## src/rtl/baby_store_pkg.sv

```systemverilog
// Shared constants and state encoding for the Manchester Baby main store.
package baby_store_pkg;

  localparam int unsigned WORDS          = 32;
  localparam int unsigned DATA_W         = 32;
  localparam int unsigned ADDR_W         = 5;
  localparam int unsigned BYTES_PER_WORD = 4;

  typedef enum logic [2:0] {
    IDLE = 3'd0,
    LOAD = 3'd1,
    RUN  = 3'd2,
    DUMP = 3'd3,
    HALT = 3'd4
  } state_t;

endpackage

```

## src/rtl/baby_store_ram.sv

```systemverilog
// 32x32 store array: one clocked write port, two asynchronous read ports.
// The array is deliberately not reset so contents survive a store reset.
module baby_store_ram
  import baby_store_pkg::*;
(
  input  logic              clock,
  input  logic              we,
  input  logic [ADDR_W-1:0] waddr,
  input  logic [DATA_W-1:0] wdata,
  input  logic [ADDR_W-1:0] raddr_a,
  output logic [DATA_W-1:0] rdata_a,
  input  logic [ADDR_W-1:0] raddr_b,
  output logic [DATA_W-1:0] rdata_b
);

  logic [DATA_W-1:0] mem [WORDS];

  // Single write port, muxed between loader and core by the parent.
  always_ff @(posedge clock) begin
    if (we) begin
      mem[waddr] <= wdata;
    end
  end

  // Zero-latency read ports for the core and the dump path.
  always_comb begin
    rdata_a = mem[raddr_a];
    rdata_b = mem[raddr_b];
  end

endmodule

```

## src/rtl/baby_store.sv

```systemverilog
// Main store for the Baby core: byte-stream program loader that holds the
// core in reset, core RAM port while running, and byte readback on halt.
module baby_store
  import baby_store_pkg::*;
(
  input  logic              clock,
  input  logic              reset_i,
  input  logic              load_start_i,
  input  logic [7:0]        load_byte_i,
  input  logic              load_valid_i,
  output logic              load_ready_o,
  output logic              load_done_o,
  output logic              cpu_reset_o,
  input  logic [ADDR_W-1:0] ram_addr_i,
  input  logic [DATA_W-1:0] ram_data_i,
  input  logic              ram_rw_en_i,
  output logic [DATA_W-1:0] ram_data_o,
  input  logic              stop_lamp_i,
  output logic [7:0]        dump_byte_o,
  output logic              dump_valid_o,
  input  logic              dump_ready_i,
  output logic [2:0]        state_o
);

  state_t            state_q, state_d;
  logic [ADDR_W-1:0] word_addr_q, word_addr_d;
  logic [1:0]        byte_idx_q, byte_idx_d;
  logic [23:0]       buf_q, buf_d;
  logic              load_done_q, load_done_d;
  logic [ADDR_W-1:0] dump_addr_q, dump_addr_d;
  logic [1:0]        dump_idx_q, dump_idx_d;

  logic              load_we;
  logic              core_we;
  logic              we;
  logic [ADDR_W-1:0] waddr;
  logic [DATA_W-1:0] wdata;
  logic [DATA_W-1:0] dump_word;

  baby_store_ram u_ram (
    .clock   (clock),
    .we      (we),
    .waddr   (waddr),
    .wdata   (wdata),
    .raddr_a (ram_addr_i),
    .rdata_a (ram_data_o),
    .raddr_b (dump_addr_q),
    .rdata_b (dump_word)
  );

  // State and counter registers.
  always_ff @(posedge clock or posedge reset_i) begin
    if (reset_i) begin
      state_q     <= IDLE;
      word_addr_q <= '0;
      byte_idx_q  <= '0;
      buf_q       <= '0;
      load_done_q <= 1'b0;
      dump_addr_q <= '0;
      dump_idx_q  <= '0;
    end else begin
      state_q     <= state_d;
      word_addr_q <= word_addr_d;
      byte_idx_q  <= byte_idx_d;
      buf_q       <= buf_d;
      load_done_q <= load_done_d;
      dump_addr_q <= dump_addr_d;
      dump_idx_q  <= dump_idx_d;
    end
  end

  // Next-state, byte assembly and dump sequencing; load_start_i wins everywhere.
  always_comb begin
    state_d     = state_q;
    word_addr_d = word_addr_q;
    byte_idx_d  = byte_idx_q;
    buf_d       = buf_q;
    load_done_d = load_done_q;
    dump_addr_d = dump_addr_q;
    dump_idx_d  = dump_idx_q;
    load_we     = 1'b0;

    if (load_start_i) begin
      state_d     = LOAD;
      word_addr_d = '0;
      byte_idx_d  = '0;
      load_done_d = 1'b0;
    end else begin
      unique case (state_q)
        IDLE: ;
        LOAD: begin
          if (load_valid_i) begin
            byte_idx_d = byte_idx_q + 2'd1;
            if (byte_idx_q == 2'd3) begin
              load_we     = 1'b1;
              word_addr_d = word_addr_q + 5'd1;
              if (word_addr_q == 5'(WORDS - 1)) begin
                state_d     = RUN;
                load_done_d = 1'b1;
              end
            end else begin
              buf_d[{byte_idx_q, 3'b000} +: 8] = load_byte_i;
            end
          end
        end
        RUN: begin
          if (stop_lamp_i) begin
            state_d     = DUMP;
            dump_addr_d = '0;
            dump_idx_d  = '0;
          end
        end
        DUMP: begin
          if (dump_ready_i) begin
            dump_idx_d = dump_idx_q + 2'd1;
            if (dump_idx_q == 2'd3) begin
              dump_addr_d = dump_addr_q + 5'd1;
              if (dump_addr_q == 5'(WORDS - 1)) begin
                state_d = HALT;
              end
            end
          end
        end
        HALT: ;
        default: state_d = IDLE;
      endcase
    end
  end

  // Write-port mux: loader owns the port in LOAD, core only in RUN.
  always_comb begin
    core_we = (state_q == RUN) && ram_rw_en_i;
    we      = load_we || core_we;
    waddr   = load_we ? word_addr_q : ram_addr_i;
    wdata   = load_we ? {load_byte_i, buf_q} : ram_data_i;
  end

  // Moore-style handshake and status outputs.
  always_comb begin
    cpu_reset_o  = (state_q == IDLE) || (state_q == LOAD);
    load_ready_o = (state_q == LOAD);
    load_done_o  = load_done_q;
    dump_valid_o = (state_q == DUMP);
    dump_byte_o  = (state_q == DUMP) ? dump_word[{dump_idx_q, 3'b000} +: 8] : 8'h00;
    state_o      = state_q;
  end

endmodule
```

## config.mk

```make
export PLATFORM = sky130hd
export DESIGN_NAME = baby_store
export DESIGN_NICKNAME = d
export VERILOG_FILES = /design/src/rtl/baby_store_pkg.sv /design/src/rtl/baby_store_ram.sv /design/src/rtl/baby_store.sv
export SDC_FILE = /design/constraint.sdc
export NUM_CORES = 1
export LEC_CHECK = 0
export CAP_MARGIN = 5
export CORE_MARGIN = 8
export CORE_UTILIZATION = 40
export CTS_BUF_LIST = sky130_fd_sc_hd__clkbuf_8
export DETAILED_ROUTE_END_ITERATION = 8
export PLACE_DENSITY_LB_ADDON = 0.08
export REMOVE_ABC_BUFFERS = 1
export SYNTH_ARGS = -nofsm -noshare
export SYNTH_HDL_FRONTEND = slang
export SYNTH_HIERARCHICAL = 1
export SYNTH_SLANG_ARGS = --single-unit
```

## constraint.sdc

```tcl
create_clock -name clock -period 3.8 [get_ports clock]
set_clock_uncertainty 0.1 [all_clocks]
set_input_delay 0.76 -clock clock [delete_from_list [all_inputs] [get_ports clock]]
set_output_delay 0.76 -clock clock [all_outputs]
set_load 0.1 [all_outputs]
```

Word level (Yosys, flattened, before mapping) --
Memories as Yosys holds them, arrays and structs flattened. Index checks and enable logic that the tools add are counted.
Storage, ports and cells: memories 1, bits in registers 42, RAM bits 1024
Memories:
- u_ram.mem | depth 32, width 32, read ports 2, clocked after Yosys merged registers in 0, write ports 1, RTL line baby_store_ram.sv:16 | logic [DATA_W-1:0] mem [WORDS];
Cells by class: shifts and indexed selects 3, equal/unequal tests 19, reduce and logical (&&, ||, !) cells 17, bitwise logic cells 2, $add $sub $neg 5, mux-type cells 38
Operators by type and width (count):
- 5-bit 2-to-1 mux | 8
- 32-bit 2-to-1 mux | 1
- 32-bit by 6-bit indexed part select with 8-bit output | 1
- 24-bit bitwise mux | 1
- 3-bit 2-to-1 mux | 8
- 8-bit by 7-bit variable shift with 24-bit output, first input constant | 1
- 8-bit by 7-bit indexed part select with 24-bit output | 1
- 3-bit by 2-bit inequality test with 1-bit output, second input constant | 5
- 3-bit case mux with 4 select lines | 1
- 4-bit AND reduction | 3
- 1-bit 2-to-1 mux | 11
- 5-bit by 1-bit adder with 5-bit output, second input constant | 2
- 5-bit == test, second input constant | 2
- 2-bit 2-to-1 mux | 5
- 5-bit case mux with 2 select lines | 1
- 2-bit nonzero test | 5
- 8-bit 2-to-1 mux | 1
- 8-bit AND reduction | 1
- 5-bit negation with 7-bit output | 1
- 3-bit by 2-bit == test with 1-bit output, second input constant | 2
- 2-bit by 1-bit inequality test with 1-bit output, second input constant | 3
- 3-bit inequality test, second input constant | 2
- 5-bit AND reduction | 1
- 2-bit by 1-bit adder with 2-bit output, second input constant | 2
- 12 further kinds | 15

Logic depth before layout (Yosys ltp) --
Gate-level depths: netlist (run 1).
word-level depth 8, gate-level depth with buffers 10, mapped depth without buffers 7

Cells and area by module --
Netlist (run 1), hierarchy kept.
By module, submodules not included:
- baby_store_ram | area each 48789.3 µm², cells each 3386, instances 1, seq. area each 30749.5 µm²
- baby_store | area each 2795.2 µm², cells each 271, instances 1, seq. area each 1051.0 µm²

Worst setup path before layout (run 1) --
Ideal clock, no wire load.
path type reg-to-reg, start register state_q[0] (netlist: state_o[0]), end memory u_ram.mem[12][0] (enable), period minus slack after synthesis 4533 ps, setup slack -733 ps, data required time 3279 ps, cell stages (with the launch flop) 8, arrival 4012 ps, cell sequence dfrtp_1 buf_6 nor2b_1 nand4_1 mux2_2 or3b_2 clkbuf_1 nor2_1
On the way: elaborated cells between the ends (all ways) 9, classes of those cells 2 x eq/ne; 5 x mux; 2 x reduce/logical
RTL lines:
- start, declared | RTL line baby_store.sv:25 | state_t state_q, state_d;
- start signal, assigned | RTL line baby_store.sv:62 | state_q <= state_d;
- 3-bit by 1-bit == test with 1-bit output | RTL line baby_store.sv:89 | unique case (state_q)
- 1-bit 2-to-1 mux | RTL line baby_store.sv:89
- 1-bit 2-to-1 mux | RTL line baby_store.sv:83 | if (load_start_i) begin
- 5-bit 2-to-1 mux | RTL line baby_store.sv:134 | waddr = load_we ? word_addr_q : ram_addr_i;
- via waddr[1] | RTL line baby_store.sv:36 | logic [ADDR_W-1:0] waddr;
- end, declared | RTL line baby_store_ram.sv:16
The timed path passes the listed nets, and every way through them passes these cells.

Worst setup path in the final report (run 1) --
start register dump_addr_q[1], end output port dump_byte_o[5]
On the way: cells in the longest elaborated chain, start to end 3
Ends and longest elaborated chain:
- start, declared | RTL line baby_store.sv:30 | logic [ADDR_W-1:0] dump_addr_q, dump_addr_d;
- start signal, assigned | RTL line baby_store.sv:67 | dump_addr_q <= dump_addr_d;
- memory 32 x 32 bit
- via dump_word[5] | RTL line baby_store.sv:38 | logic [DATA_W-1:0] dump_word;
- 32-bit by 6-bit indexed part select with 8-bit output | RTL line baby_store.sv:144 | dump_byte_o = (state_q == DUMP) ? dump_word[{dump_idx_q, 3'b000} +: 8] : 8'h00;
- 8-bit 2-to-1 mux | RTL line baby_store.sv:144
- end, declared | RTL line baby_store.sv:19 | output logic [7:0] dump_byte_o,
The timed path passes the listed nets, and every way through them passes these cells.

==> results of run 1 <==
cell usage in the layout, fill, tap and decap left out, types with 13 or more instances in the layout:
cell type | netlist | layout
mux2_2 | 29 | 29
buf_6 | 48 | 17
a21bo_2 | 16 | 16
dfrtp_1 | 42 | 39
a22oi_1 | 193 | 192
edfxtp_1 | 1024 | 1024
clkinv_2 | 0 | 32
nor3_1 | 65 | 64
a21oi_1 | 195 | 195
nand4_1 | 19 | 19
inv_1 | 15 | 48
clkbuf_8 | 0 | 191
buf_16 | 0 | 13
clkdlybuf4s50_1 | 0 | 49
buf_4 | 47 | 222
nand2_1 | 225 | 223
clkinv_1 | 0 | 58
nor2_4 | 0 | 34
nand3_2 | 0 | 18
buf_12 | 0 | 188
a31oi_1 | 64 | 59
a22o_1 | 128 | 128
mux2i_1 | 1037 | 1026
nand3_1 | 198 | 180
metrics by stage:
stage / TNS [ns] / worst slack (ns) / instance area [um^2] / power, mW / std cells
after CTS: -7.10 / -0.933 / 61900 / 27.0 / 5842
after detailed placement: -1.56 / -0.143 / 58100 / 16.9 / 5501
after global placement: -0.698 / -0.149 / 58100 / 16.9 / 5501
final: -5.92 / -0.799 / 62900 / 26.9 / 5900
after floorplan: -2273.96 / -14.81 / 49900 / 15.2 / 3387
after global routing: -6.69 / -0.905 / 62900 / 27.7 / 5893
path summary, 6_finish.rpt:
check	slack, ns	to	depth (start not counted)
worst max-delay path	-0.80	dump_byte_o[5]	11
worst min-delay path	0.19	buf_q[18]	2
worst max register to register	0.49	u_ram/mem[4][12]	7
worst min register to register	0.39	buf_q[11]	1
max in group asynchronous	2.77	buf_q[10]	3
min in group clock	0.39	buf_q[11]	1
critical path: stages, from the launching register on:
cell and delay (ns):
dfrtp_4 0.53, buf_4 0.16, buf_12 0.15, clkbuf_16 0.18, mux2i_1 0.17, a22o_1 0.14
nor3_1 0.04, a31oi_1 0.24, nand3_2 0.20, mux4_2 0.61, and2_4 0.22, buf_12 0.16
state kept, by name, indices dropped and copies added, names as in the netlist:
signal	flops
byte_idx_q	2
state_o	3
dump_idx_q	2
dump_addr_q	5
u_ram/mem	1024
word_addr_q	5
buf_q	24
load_done_o	1
layout make-up:
class / instances / area share, %
antenna: 9 / 0.0358
clock buffer: 191 / 4.18
clock inverter: 142 / 1.35
inverter: 15 / 0.0955
multi-input combinational: 2306 / 29.6
sequential: 1066 / 50.6
tap: 1662 / 3.31
timing repair buffer: 509 / 10.9
per-layer routing:
| layer | wire length (um) | global-route usage, % |
|---|---|---|
| met1 | 85100 | 37.4 |
| met2 | 87200 | 40.7 |
| met3 | 16300 | 4.74 |
| met4 | 5660 | 8.09 |
| met5 | 17 | 0 |
cell usage after synthesis (all sizes together) (19+ instances only):
library cell and count:
buf 170, a22oi 193, nor2 45, nand3 198
a22o 128, nor3 65, a31oi 64, clkbuf 100
dfrtp 42, edfxtp 1024, mux2i 1037, a21oi 195
nand4 19, nand2 225, mux2 29
report_power, final:
part | switching (mW) | leakage [nW] | internal, mW
combinational | 2.39 | 10.2 | 1.20
clock | 4.87 | 1.92 | 5.26
sequential | 0.159 | 9.75 | 13.0
timing repair:
item / in CTS / in global routing
gates resized for setup: 32 / 81
buffers inserted: 4 / 40
pin swaps: 4 / 32
gates cloned: 4 / 11
hold endpoints to repair: 0 / 0
setup endpoints to repair: 18 / 22
logic make-up after synthesis:
logic type,count (synthesis)
XOR/XNOR,5
buffers and inverters,285
adder cells (fa/ha/maj),10
AND/OR/NAND/NOR,600
multiplexers,1074
AO/OA/AOI/OAI,617
flip-flops,1066
==> summary.txt, run 1 <==
Worst hold path
  – Hold crit path type: input pin to async pin

Layout
  – Fin util: ~50%
  – Multi-input logic area: 18600 um^2
  – P&R area growth vs syn: 22.0%
  – Share of post-route cells with drive strength above 1: about a fifth
  – Nets: 4144
  – Register area: 31800 um^2
  – Filler cell count: roughly 11000

Synth
  – Top FF cell, synth: edfxtp_1
  – Yosys reg bits: roughly 1100
  – Register area share after synthesis: 61.6%
  – Adder-Cell Fraction of Synth Area: less than 1%
  – Mean Syn Cell Area: ~14 um^2
  – Synth Instances: between 3000 and 4000
  – EDFF count, synth: slightly above 1000
  – Synth Area in XOR/XNOR: less than 1%
  – Compound-cell area share of the yosys netlist: 8.20%
  – Cells taking the most area after synthesis: edfxtp_1 (60%), mux2i_1 (20%), a22oi_1 (2.8%), a22o_1 (2.2%), dfrtp_1 (2.0%)
  – Synth Area in Simple Gates: about 5.4%
  – Cell taking the most area after synthesis: edfxtp_1
  – Netlist cell types: 47
  – Largest family of logic cells by synthesized area: multiplexers
  – Ys async rst share: under 10%
  – Synth warn: 6
  – Mapped Area: a little over 50000 um^2
  – Yosys top cell area share: between 50% and 60%
  – Mux share of post-synthesis cell area: between 20% and 30%

STA
  – Final hold vios: 0
  – Worst slew margin: between 30% and 40%
  – Worst-margin pin slew: roughly 1 ns
  – RSZ-0062 raised after global routing: yes
  – Worst Hold Slack: 0.189 ns
  – Max-slew violations: 0
  – Fin crit share: 121%
  – Final setup fails: 8
  – Final worst slack: -0.799 ns
  – Minimum clock period: 4.60 ns
  – FMAX: 0.217 GHz

Placement
  – DP Wirelength: about 110 mm
  – IO buf count: around 100
  – GPL Wtd Cong: approximately 0.84

Worst setup path
  – Crit path kind: flop to primary output
  – WP data arrival: between 3 and 4 ns
  – RR Startpoint: byte_idx_q[0]
  – Setup crit start kind: flop
  – WP data required: between 2 and 3 ns
  – CP Capture Type: primary output
  – Crit path from: dump_addr_q[1]
  – Crit-path max FO: 9

Run status
  – Outcome: finished, violations left
  – Violated checks: negative setup slack

Global route
  – First-pass GRT wire length: between 200 and 300 mm
  – Total gr overflow: 0
  – Gr usage total: a little over a quarter
  – Initial antenna violation count: 13
  – Largest net degree at the start of global routing: 55
  – Vias in the first global route: between 30000 and 40000

Die
  – I/O Pins: 99
  – Initial core utilization: between 40 and 50%
  – Die height: about 380 um
  – Chip width: 375 um
  – Rows: roughly 130
  – Die Area: 141000 um^2
  – Core Region: approximately 130000 um^2

Pwr
  – PwrDens: approximately 430 nW/um^2
  – P_leak: around 22 nW
  – Peak supply drop: 0.619 mV

Routing
  – Post-route DRC violation count: 0
  – Routed vias: ~36000
  – Total Routed Length: roughly 190 mm
  – TritonRoute pass-1 iters: 6
  – DR iter-0 viols: 4190
  – Vias per cell: 6.11
  – Drt wl/cell: roughly 33 um
  – Final ANT Viol Nets: 0

Clock network
  – Clk_lat worst skew: 0.92 ns
  – Num CTS Buffers: between 150 and 200
  – H-tree Lvls: 4
  – Longest Clk Path Bufs: 3
  – CTS Sinks: around 1100
  – Root Driver: clkbuf_8
  – Clk pin slew, worst setup/hold paths: 0.06 ns
  – CTS hold repair buffers: 0
  – CTS tree: yes

Flow run
  – Max-cap violations: 0
(Power assumes the default switching activity.)
==> inputs of run 2 (changes only) <==
==> constraint.sdc (replaced) <==
create_clock -name clock -period 5.1 [get_ports clock]
set_clock_uncertainty 0.1 [all_clocks]
set_input_delay 1.02 -clock clock [delete_from_list [all_inputs] [get_ports clock]]
set_output_delay 1.02 -clock clock [all_outputs]
set_load 0.1 [all_outputs]
==> summary.txt, run 2 (same netlist as run 1, synthesis figures left out) <==
Run status
  – Outcome: completed

Layout
  – Commonest cells after routing, fill and taps aside: mux2i_1 (1035), edfxtp_1 (1024), nand2_1 (223)
  – Max reg flops: 1024
  – Filler cell count: 11221
  – Fin util: between 40% and 50%
  – Commonest non-fill, non-tap cell in the layout: mux2i_1
  – Most flops, register: u_ram/mem
  – Share of post-route cells with drive strength above 1: about 16%
  – Nets: between 3000 and 4000
  – P&R area growth vs syn: 17.1%
  – Largest regs: u_ram/mem: 1024 flops, buf_q: 24 flops
  – Design Area, Final: 60400 um^2

Routing
  – Total Routed Length: 186 mm
  – Final ANT Viol Nets: 0
  – DR iter-0 viols: approximately 4000
  – Post-route DRC violation count: 0
  – Drt wl/cell: between 30 and 40 um
  – Vias per cell: roughly 6
  – Routed vias: 34882
  – TritonRoute pass-1 iters: 5

STA
  – Final setup fails: 0
  – Minimum clock period: about 5 ns
  – RSZ-0062 raised after global routing: yes
  – Max-slew violations: 0
  – Worst Hold Slack: 0.389 ns
  – Worst slew margin: between 20 and 30%
  – Worst-margin pin slew: 1.09 ns
  – FMAX: slightly below 0.2 GHz
  – Fin crit share: 98.8%
  – Final hold vios: 0

Die
  – Rows: ~130
  – Core Region: roughly 130000 um^2
  – Die Area: 141000 um^2
  – Initial core utilization: between 40% and 50%
  – Chip width: approximately 380 um
  – Die height: roughly 380 um
  – I/O Pins: slightly below 100

Placement
  – DP Wirelength: around 100 mm
  – IO buf count: between 90 and 100
  – Post-DP Area: ~56000 um^2
  – GPL Wtd Cong: approximately 0.84

Worst setup path
  – Worst r2r dst: u_ram/mem[0][8]
  – Setup crit start kind: flop
  – R2R cell count: 6
  – Crit path kind: flop to primary output
  – RR Startpoint: state_o[0]
  – WP data required: slightly below 4 ns
  – Crit-path max FO: 12
  – R2r setup slk: between 1.5 and 2 ns
  – WP data arrival: around 4 ns
  – CP Capture Type: primary output

Worst hold path
  – Hold Startpoint: buf_q[11]
  – WHS Endpoint: buf_q[11]
  – Hold Path Depth: 1
  – Hold crit path type: flop to flop

Global route
  – First-pass GRT wire length: approximately 260 mm
  – Total gr overflow: 0
  – Gr usage total: about 25%
  – Initial antenna violation count: 6
  – Vias in the first global route: roughly 35000
  – Largest net degree at the start of global routing: slightly above 60

Pwr
  – Peak supply drop: approximately 0.31 mV
  – PwrDens: between 300 and 400 nW/um^2
  – P_leak: roughly 21 nW

Clock network
  – Clk_lat worst skew: about 0.9 ns
  – Num CTS Buffers: 186
  – CTS Sinks: roughly 1100
  – Root Driver: clkbuf_8
  – H-tree Lvls: 4
  – Clk pin slew, worst setup/hold paths: around 0.060 ns
  – CTS tree: yes
  – Longest Clk Path Bufs: 3
  – CTS hold repair buffers: 0

Flow run
  – Max-cap violations: 0
[run 2: cell count changes in the layout (fill, tap and decap cells not counted), moves of 6 or more]
cell	delta
buf_6	-7
buf_4	-95
clkdlybuf4s50_1	+7
mux2i_1	+9
clkinv_1	-9
clkinv_2	-16
mux2i_2	-6
and2_4	-6
inv_1	+28
bufinv_16	-6
buf_12	-68
[run 2: what timing repair did]
| item | CTS | global route |
|---|---|---|
| hold endpoints to repair | 0 | 0 |
| buffers inserted | 11 | 16 |
| gates cloned | 5 | 7 |
| pin swaps | 2 | 6 |
| resized for setup | 29 | 32 |
| endpoints found under the setup margin | 8 | 8 |
[run 2: cell type report]
type | instances | area [um^2] | share of cell area [%]
sequential | 1066 | 31800 | 52.6
clock inverter | 143 | 703 | 1.16
inverter | 15 | 56.3 | 0.0932
timing repair buffer | 336 | 4630 | 7.66
antenna | 4 | 10.0 | 0.0166
clock buffer | 190 | 2620 | 4.33
tap | 1662 | 2080 | 3.44
multi-input combinational | 2306 | 18500 | 30.7
[run 2: worst max-delay path, stage by stage, from the launching register on]
cell and delay [ns]:
dfrtp_4 0.42, buf_12 0.18, buf_16 0.20, buf_4 0.28, mux2i_1 0.22, a22o_1 0.16, nor3_1 0.06, a31oi_1 0.25
nand3_1 0.23, mux4_2 0.51, and2_2 0.28, buf_12 0.19
[run 2: power by group]
part | internal (mW) | leakage [nW] | switching (mW)
Clock | 3.60 | 1.92 | 3.63
Sequential | 9.72 | 9.75 | 0.147
Combinational | 0.822 | 8.98 | 1.72
[run 2: worst max-delay path by stage]
stage	to	slack (ns)	startpoint	cells after the start
after floorplan	dump_byte_o[0]	-13.77	dump_addr_q[1]	7
after global placement	ram_data_o[12]	0.51	ram_addr_i[2]	8
after detailed placement	ram_data_o[12]	0.48	ram_addr_i[0]	8
after CTS	dump_byte_o[5]	-0.02	dump_addr_q[1]	10
after global routing	dump_byte_o[5]	-0.02	dump_addr_q[1]	12
final	dump_byte_o[1]	0.06	dump_addr_q[1]	11
[run 2: through the flow]
step | setup TNS [ns] | cells | worst slack (ns) | total power, mW
floorplan | -637.25 | 3387 | -13.77 | 11.4
global placement | 0 | 5345 | 0.512 | 12.5
detailed placement | 0 | 5345 | 0.475 | 12.5
CTS | -0.0382 | 5694 | -0.0248 | 19.8
global route | -0.0455 | 5719 | -0.0191 | 20.2
finish | 0 | 5722 | 0.0598 | 19.6
[run 2: routing by layer]
| layer | track usage [%] | vias to the layer above | part of all wire, % | wire length, um |
|---|---|---|---|---|
| met5 | 0 | - | 0.0070 | 13 |
| met4 | 8.12 | 2 | 3.1 | 5810 |
| met3 | 4.52 | 328 | 7.3 | 13700 |
| met2 | 39.9 | 1559 | 46 | 84900 |
| met1 | 35.5 | 18068 | 44 | 82000 |
| li1 | - | 14925 | - | - |
